`src/rtl/tc_pkg.sv`:
```
// Shared definitions for the bit-serial two's-complement datapath blocks.
package tc_pkg;

  localparam int TC_W = 8;

  typedef enum logic {
    ST_IDLE  = 1'b0,
    ST_SHIFT = 1'b1
  } tc_state_e;

  function automatic int tc_cnt_w(input int w);
    return $clog2(w);
  endfunction

endpackage

```
`src/rtl/tc_neg_cell.sv`:
```
// Serial two's-complement negation cell: pass bits through the first 1, invert the rest.
module tc_neg_cell (
  input  logic clk,
  input  logic rst_n,
  input  logic clr,
  input  logic en,
  input  logic bin,
  input  logic neg,
  output logic bout
);

  logic seen_one;

  // clr wins over en so a word loaded on the last bit of the previous one starts clean
  always_ff @(posedge clk) begin
    if (!rst_n || clr) begin
      seen_one <= 1'b0;
    end else if (en) begin
      seen_one <= seen_one | bin;
    end
  end

  assign bout = neg ? (bin ^ seen_one) : bin;

endmodule

```
`src/rtl/tc_serial_tx.sv`:
```
// LSB-first serial transmitter with optional on-the-fly negation and sof/eof framing.
module tc_serial_tx
  import tc_pkg::*;
#(
  parameter int W      = TC_W,
  parameter bit NEG_EN = 1'b1
) (
  input  logic         clk,
  input  logic         rst_n,
  input  logic [W-1:0] din,
  input  logic         neg,
  input  logic         load_valid,
  output logic         load_ready,
  output logic         sout,
  output logic         sout_valid,
  output logic         sof,
  output logic         eof,
  output logic         busy
);

  localparam int CW = tc_cnt_w(W);

  tc_state_e      state, state_nxt;
  logic [CW-1:0]  cnt;
  logic [W-1:0]   shreg;
  logic           neg_q;
  logic           cnt_last;
  logic           load_fire;
  logic           shifting;
  logic           cell_bout;

  assign shifting  = (state == ST_SHIFT);
  assign cnt_last  = (cnt == CW'(W - 1));
  assign load_fire = load_valid && load_ready;

  always_ff @(posedge clk) begin
    if (!rst_n) begin
      state <= ST_IDLE;
      cnt   <= '0;
      shreg <= '0;
      neg_q <= 1'b0;
    end else begin
      state <= state_nxt;
      if (load_fire) begin
        shreg <= din;
        neg_q <= neg && NEG_EN;
        cnt   <= '0;
      end else if (shifting) begin
        shreg <= shreg >> 1;
        cnt   <= cnt_last ? '0 : cnt + CW'(1);
      end
    end
  end

  always_comb begin
    state_nxt  = state;
    load_ready = 1'b0;
    case (state)
      ST_IDLE: begin
        load_ready = 1'b1;
        if (load_valid) state_nxt = ST_SHIFT;
      end
      ST_SHIFT: begin
        load_ready = cnt_last;
        if (cnt_last && !load_valid) state_nxt = ST_IDLE;
      end
      default: state_nxt = ST_IDLE;
    endcase
  end

  tc_neg_cell u_neg (
    .clk   (clk),
    .rst_n (rst_n),
    .clr   (load_fire),
    .en    (shifting),
    .bin   (shreg[0]),
    .neg   (neg_q),
    .bout  (cell_bout)
  );

  // seen_one is left set after a negated word, so gate the bit outside SHIFT
  assign sout       = shifting & cell_bout;
  assign sout_valid = shifting;
  assign busy       = shifting;
  assign sof        = shifting && (cnt == '0);
  assign eof        = shifting && cnt_last;

endmodule

```
`config.mk`:
```
export PLATFORM = sky130hd
export DESIGN_NAME = tc_serial_tx
export DESIGN_NICKNAME = d
export VERILOG_FILES = /design/src/rtl/tc_pkg.sv /design/src/rtl/tc_neg_cell.sv /design/src/rtl/tc_serial_tx.sv
export SDC_FILE = /design/constraint.sdc
export NUM_CORES = 1
export LEC_CHECK = 0
export ABC_AREA = 1
export ABC_CLOCK_PERIOD_IN_PS = 1600
export CAP_MARGIN = 20
export CORE_MARGIN = 8
export CORE_UTILIZATION = 44
export DETAILED_ROUTE_END_ITERATION = 8
export GPL_ROUTABILITY_DRIVEN = 0
export PLACE_DENSITY = 0.73
export SYNTH_ARGS = -nofsm -noshare
export SYNTH_HDL_FRONTEND = slang
export SYNTH_HIERARCHICAL = 1
export SYNTH_SLANG_ARGS = --single-unit
```
`constraint.sdc`:
```
create_clock -name clk -period 1.6 [get_ports clk]
set_clock_uncertainty 0.2 [all_clocks]
set_input_delay 0.16 -clock clk [delete_from_list [all_inputs] [get_ports clk]]
set_output_delay 0.16 -clock clk [all_outputs]
set_load 0.01 [all_outputs]
```
==> flow_metrics.env, run 1 <==
export IMPL_status="finished, final reports clean"
export IMPL_worstHoldPathCells=3
export IMPL_dieHeight_um=59.81
export IMPL_core_area_um2=1882
export IMPL_synth_cell_types=17
export IMPL_stdcell_count=167
export IMPL_crit_type="flop to output port"
export IMPL_worst_slew_pin_transition_ns=0.3526
export IMPL_final_antenna_net_count=0
export IMPL_worstPathRequired_ns=1.24
export IMPL_period_minus_slack_ns=1.594
export IMPL_finalCritPeriodShare_pct=99.65
export IMPL_avgSynthCellArea_um2=7.097
export IMPL_ios=18
export IMPL_die_w_um=59.81
export IMPL_clock_latency_ns=0.28
export IMPL_post_dp_cell_area_um2=1037
export IMPL_htree_levels=1
export IMPL_drv_slew=0
export IMPL_leakage_nw=0.5281
export IMPL_first_pass_iters=5
export IMPL_hold_slack_ns=0.2739
export IMPL_wl_mm=1.752
export IMPL_synth_seq_area_share_pct=33.19
export IMPL_hp_class="input pin to flop"
export IMPL_floorplan_initialDensity_pct=44.88
export IMPL_regToRegEndpoint="shreg[4]"
export IMPL_finish_instance_area_um2=1157
export IMPL_rsz0062_at_grt="true"
export IMPL_cts_tree="done"
export IMPL_worstPathArrival_ns=1.23
export IMPL_synth_edf_count=0
export IMPL_postLayoutSetupSlackWorst_ns=0.005629
export IMPL_ys_flop_type="dfxtp_1"
export IMPL_dp_cells=163
export IMPL_hold_buffers=0
export IMPL_dieArea_um2=3577
export IMPL_io_buffers=17
export IMPL_drt_iter0_drc=12
export IMPL_crit_path_cell_trace="inv_2 -> ha_4 -> nand2_2 -> o21ai_2 -> nand2_1 -> inv_1 -> buf_6"
export IMPL_crit_fanout=2
export IMPL_min_from="din[7]"
export IMPL_relSlewSlack_pct=76.42
export IMPL_hold_viol_final=0
export IMPL_synth_seq_cells=14
export IMPL_grt_pass1_vias=731
export IMPL_setup_tns_final_ns=0
export IMPL_routed_via_density=4.527
export IMPL_final_util_pct=61.50
export IMPL_final_nets=158
export IMPL_crit_path_top_delay_cell="dfxtp_2"
export IMPL_cts_buffers_inserted=3
export IMPL_grtUsageTotal_pct=10.92
export IMPL_synthArstFlopShare_pct=0
export IMPL_yosys_top_cells_area="dfxtp_1 (33%), nand2_1 (8.9%), nor2_1 (8.9%)"
export IMPL_antennaDiodeCount=0
export IMPL_numClockSinks=14
export IMPL_ir_drop_uv=483.5
export IMPL_rows=16
export IMPL_min_to="shreg[7]"
export IMPL_syn_area_um2=844.6
export IMPL_yosys_area_top_type="dfxtp_1"
export IMPL_yosys_warnings=6
export IMPL_syn2layout_area_growth_pct=37.04
export IMPL_r2r_start="cnt[1]"
export IMPL_max_stage_delay_ns=0.34
export IMPL_clkTransAtPathRegs_ns=0.09
export IMPL_grt_pass1_wl_mm=2.994
export IMPL_gr_total_overflow=0
export IMPL_drive_gt1_share_pct=30.00
export IMPL_drc_errors=0
export IMPL_dp_hpwl_mm=1.336
export IMPL_power_density_nw_per_um2=731.7
export IMPL_vias=756
export IMPL_grt_max_degree=15
export IMPL_startpoint_type="flop"
export IMPL_cts_root_buf="clkbuf_4"
export IMPL_synthCells=119
export IMPL_power_total_uw=846.9
export IMPL_antenna_found_initial=0
export IMPL_clk_path_buf_depth=2
export IMPL_drv_cap=0
export IMPL_ff2ff_path_depth=9
export IMPL_r2r_setup_slack_ns=0.09
export IMPL_synth_top_area_share_pct=33.19
export IMPL_wl_per_cell_um=10.49
export IMPL_end_kind="output port"
export IMPL_fmax_mhz=627.2
export IMPL_setup_viol=0
export IMPL_synth_nets=136
export IMPL_cts_post_setup_buffers_inserted=0
export IMPL_dp_slack_ns=-0.1926
==> critical path, delay by kind of cell (launching register included) <==
| kind | cells | cell delay, ns |
|---|---|---|
| flip-flops | 1 | 0.34 |
| buffers and inverters | 3 | 0.21 |
| AND/OR/NAND/NOR | 2 | 0.11 |
| adder cells (fa/ha/maj) | 1 | 0.25 |
| AO/OA/AOI/OAI | 1 | 0.06 |
==> cells by family (layout without fill, tap and decap cells) <==
group                    Yosys count  in the layout  synth area share [%]
flip-flops                        14             14                 33.19
buffers and inverters             27             48                 16.44
AO/OA/AOI/OAI                     21             21                 15.55
AND/OR/NAND/NOR                   52             52                 27.41
adder cells (fa/ha/maj)            5              5                 7.407
==> what timing repair did <==
action | CTS | global route
resized for setup | 32 | 13
pin swaps | 2 | 3
setup endpoints to repair | 13 | 12
==> power by group <==
part / total, mW / internal (mW) / switching, mW / leakage, nW
Sequential: 0.390 / 0.373 / 0.0171 / 0.117
Combinational: 0.203 / 0.101 / 0.102 / 0.390
Clock: 0.253 / 0.138 / 0.115 / 0.0210
Total: 0.847 / 0.613 / 0.234 / 0.528
==> synthesized netlist by cell type (2+ instances only) <==
| master | n |
|---|---|
| nand2_1 | 20 |
| nor2_1 | 20 |
| inv_1 | 18 |
| dfxtp_1 | 14 |
| nand3_1 | 10 |
| a21oi_2 | 7 |
| o21ai_0 | 7 |
| ha_1 | 5 |
| a21oi_1 | 4 |
| buf_4 | 3 |
| o21ai_1 | 3 |
| buf_6 | 2 |
| inv_2 | 2 |
==> routing by layer <==
layer	global-route usage, %	up-vias	wire length [um]
met4	8.163	0	37
met5	0	-	0
li1	-	410	-
met3	2.581	4	68
met2	17.38	19	785
met1	12.27	323	861
==> state kept, by name, summed over array words and instances (netlist names) <==
register,flops
neg_q,1
busy,1
u_neg/seen_one,1
cnt,3
shreg,8
==> cells in the final DEF (no fill, tap or decap) <==
cell type,synthesis,layout
inv_4,0,1
clkbuf_4,0,3
ha_4,0,4
nor2_1,20,20
dfxtp_2,0,4
buf_2,0,2
inv_1,18,14
o21ai_1,3,2
clkdlybuf4s50_1,0,11
a21oi_1,4,4
ha_2,0,1
a21oi_2,7,7
inv_2,2,5
nand2_2,0,1
nand3_1,10,10
dlymetal6s2s_1,0,2
dfxtp_1,14,9
o21ai_0,7,7
dfxtp_4,0,1
nand2_4,1,1
nand2_1,20,19
clkbuf_8,0,1
o21ai_2,0,1
buf_6,2,3
buf_4,3,5
buf_12,0,1
nand2_8,1,1
==> worst max-delay path by stage <==
stage	startpoint	end	cells past startpoint
floorplan	cnt[0]	shreg[3]	9
global placement	shreg[0]	sout	7
detailed placement	shreg[0]	sout	7
CTS	shreg[0]	sout	7
global route	shreg[0]	sout	7
finish	shreg[0]	sout	7
==> cell type report <==
class                      instances  area, um2
clock buffer                       4      36.28
tap                               27      33.78
inverter                          20      77.57
multi-input combinational         78      484.2
sequential                        14      289.0
fill                             183      724.4
timing repair buffer              24      236.5
(Power assumes the default switching activity.)
==> run 2: changes to the inputs <==
--- a/config.mk
+++ b/config.mk
@@ -9,11 +9,10 @@
 export ABC_CLOCK_PERIOD_IN_PS = 1600
 export CAP_MARGIN = 20
 export CORE_MARGIN = 8
-export CORE_UTILIZATION = 44
+export CORE_UTILIZATION = 43
 export DETAILED_ROUTE_END_ITERATION = 8
 export GPL_ROUTABILITY_DRIVEN = 0
 export PLACE_DENSITY = 0.73
 export SYNTH_ARGS = -nofsm -noshare
 export SYNTH_HDL_FRONTEND = slang
-export SYNTH_HIERARCHICAL = 1
 export SYNTH_SLANG_ARGS = --single-unit
==> run 2 against run 1 <==
Synthesized cell count fell by 7.6%. Total power fell by 2.8%. Critical path type unchanged. Cell count fell by 5.4%. Wire length rose by 2.6%.
==> flow_metrics.env, run 2 <==
export IMPL_status="finished, final reports clean"
export IMPL_crit_path_cell_trace="inv_2 -> ha_4 -> a21oi_2 -> nor2_1 -> buf_2"
export IMPL_synthArstFlopShare_pct=0
export IMPL_synth_common_cells="nand2_1 (24), nor2_1 (22), dfxtp_1 (14), inv_1 (10)"
export IMPL_drv_slew=0
export IMPL_synth_most_common_cell="nand2_1"
export IMPL_sw_frac_of_total_pct=27.40
export IMPL_drt_iter0_drc=13
export IMPL_final_util_pct=63.48
export IMPL_grt_pass1_vias=695
export IMPL_grtUsageTotal_pct=10.77
export IMPL_dieArea_um2=3451
export IMPL_relSlewSlack_pct=77.17
export IMPL_wl_mm=1.798
export IMPL_core_area_um2=1727
export IMPL_synth_top_area_share_pct=35.67
export IMPL_die_w_um=58.75
export IMPL_antennaDiodeCount=0
export IMPL_p_sw_uw=225.6
export IMPL_period_minus_slack_ns=1.563
export IMPL_syn2layout_area_growth_pct=39.49
export IMPL_worst_slew_pin_transition_ns=0.3413
export IMPL_htree_levels=1
export IMPL_dp_slack_ns=-0.09769
export IMPL_hold_buffers=0
export IMPL_setup_viol=0
export IMPL_floorplan_initialDensity_pct=45.51
export IMPL_synth_edf_count=0
export IMPL_largest_reg_flops=8
export IMPL_drc_errors=0
export IMPL_drive_gt1_share_pct=31.58
export IMPL_io_buffers=17
export IMPL_ir_drop_uv=585.9
export IMPL_first_pass_iters=4
export IMPL_crit_fanout=2
export IMPL_yosys_area_top_type="dfxtp_1"
export IMPL_leakage_nw=0.4815
export IMPL_vias=749
export IMPL_drv_cap=0
export IMPL_antenna_found_initial=0
export IMPL_grt_max_degree=12
export IMPL_power_density_nw_per_um2=751.0
export IMPL_register_area_um2=289.0
export IMPL_setup_tns_final_ns=0
export IMPL_postLayoutSetupSlackWorst_ns=0.03737
export IMPL_synth_nets=127
export IMPL_worstPathRequired_ns=1.24
export IMPL_cts_tree="done"
export IMPL_syn_area_um2=785.8
export IMPL_dieHeight_um=58.75
export IMPL_pwr_share_comb_pct=21.6
export IMPL_multi_input_area_um2=475.5
export IMPL_wl_per_cell_um=11.38
export IMPL_rows=15
export IMPL_cts_buffers_inserted=3
export IMPL_synth_seq_area_share_pct=35.67
export IMPL_synthCells=110
export IMPL_cts_root_buf="clkbuf_4"
export IMPL_gr_total_overflow=0
export IMPL_final_nets=151
export IMPL_end_kind="output port"
export IMPL_yosys_warnings=0
export IMPL_numClockSinks=14
export IMPL_max_stage_delay_ns=0.34
export IMPL_clk_path_buf_depth=2
export IMPL_synth_seq_cells=14
export IMPL_avgSynthCellArea_um2=7.143
export IMPL_hold_viol_final=0
export IMPL_worst_path_buf_inv=2
export IMPL_dp_hpwl_mm=1.295
export IMPL_clkTransAtPathRegs_ns=0.09
export IMPL_path_delay_family="flip-flops"
export IMPL_seqPwrFrac_pct=46.9
export IMPL_final_common_cell="nand2_1"
export IMPL_synth_cell_types=18
export IMPL_cts_post_setup_buffers_inserted=0
export IMPL_ios=18
export IMPL_hp_class="input pin to flop"
export IMPL_mostFrequentLayoutCells="nand2_1 (22), nor2_1 (21), clkdlybuf4s50_1 (11)"
export IMPL_n_fill_cell=165
export IMPL_crit_path_top_delay_cell="dfxtp_2"
export IMPL_p_clk_share_pct=31.5
export IMPL_routed_via_density=4.741
export IMPL_clock_latency_ns=0.28
export IMPL_worstPathArrival_ns=1.20
export IMPL_post_dp_cell_area_um2=997.2
export IMPL_final_antenna_net_count=0
export IMPL_finish_instance_area_um2=1096
export IMPL_yosys_top_cells_area="dfxtp_1 (36%), nand2_1 (11%), nor2_1 (11%)"
export IMPL_grt_pass1_wl_mm=2.898
export IMPL_top_regs="shreg (8), cnt (3)"
export IMPL_startpoint_type="flop"
export IMPL_regMostFlops="shreg"
export IMPL_p_int_uw=597.5
export IMPL_crit_type="flop to output port"
export IMPL_finalCritPeriodShare_pct=97.66
export IMPL_ys_flop_type="dfxtp_1"
export IMPL_fmax_mhz=639.9
[run 2: changes by cell type after synthesis, sizes merged, moves of 3 or more]
cell	previous run	this run
nand3	10	5
nand2	22	26
inv	20	11
a21oi	11	7
o21ai	10	7
a21boi	0	4
[run 2: cell families (layout without fill, tap and decap cells)]
group	count (synthesis)	after routing	synth area share, %
flip-flops	14	14	35.67
AND/OR/NAND/NOR	56	56	29.78
adder cells (fa/ha/maj)	5	5	7.962
AO/OA/AOI/OAI	18	18	14.65
buffers and inverters	17	40	11.94
[run 2: final cells by class]
type,count,area share [%]
flip-flops and latches,14,26.37
clock buffers,4,3.311
inverters,11,4.224
repair buffers,25,19.86
multi-input cells,79,43.38
well taps,25,2.854
[run 2: worst min-delay path: cells and delay by family]
kind / cells / cell delay, ns
buffers and inverters: 1 / 0.39
and+or+nand+nor: 1 / 0.06
AOI/OAI and AO/OA: 1 / 0.05
[run 2: per-stage QoR]
| step | hold WS (ns) | total power [mW] | cells |
|---|---|---|---|
| floorplan | 0.1019 | 0.4924 | 110 |
| global placement | 0.2489 | 0.5543 | 154 |
| detailed placement | 0.2636 | 0.5588 | 154 |
| CTS | 0.2260 | 0.8124 | 158 |
| global route | 0.2444 | 0.8694 | 158 |
| finish | 0.2221 | 0.8231 | 158 |
[run 2: final timing paths]
check / startpoint / to / slack, ns / cells after the start
worst max-delay path: shreg[0] / sout / 0.04 / 5
worst max register to register: cnt[1] / cnt[1] / 0.04 / 6
worst min-delay path: din[7] / shreg[7] / 0.22 / 3
worst min register to register: shreg[7] / shreg[7] / 0.27 / 2
[run 2: repair_timing]
item                       4_1_cts  5_1_grt
gates cloned                     0        0
gates resized for setup         30       14
pin swaps                        2        2
setup endpoints to repair       10        6
hold endpoints to repair         0        0
[run 2: power by group through the flow]
stage / registers (mW) / clock network (mW) / logic, mW
global route: 0.388 / 0.283 / 0.199
CTS: 0.385 / 0.263 / 0.165
floorplan: 0.387 / 0 / 0.105
finish: 0.386 / 0.259 / 0.178
detailed placement: 0.391 / 0 / 0.168
global placement: 0.390 / 0 / 0.165
[run 2: per-layer routing]
metal | share of wire [%] | global-route usage, %
met1 | 42 | 11.68
met2 | 52 | 16.98
met3 | 5.2 | 4.565
met4 | 1.2 | 6.485
met5 | 0 | 0
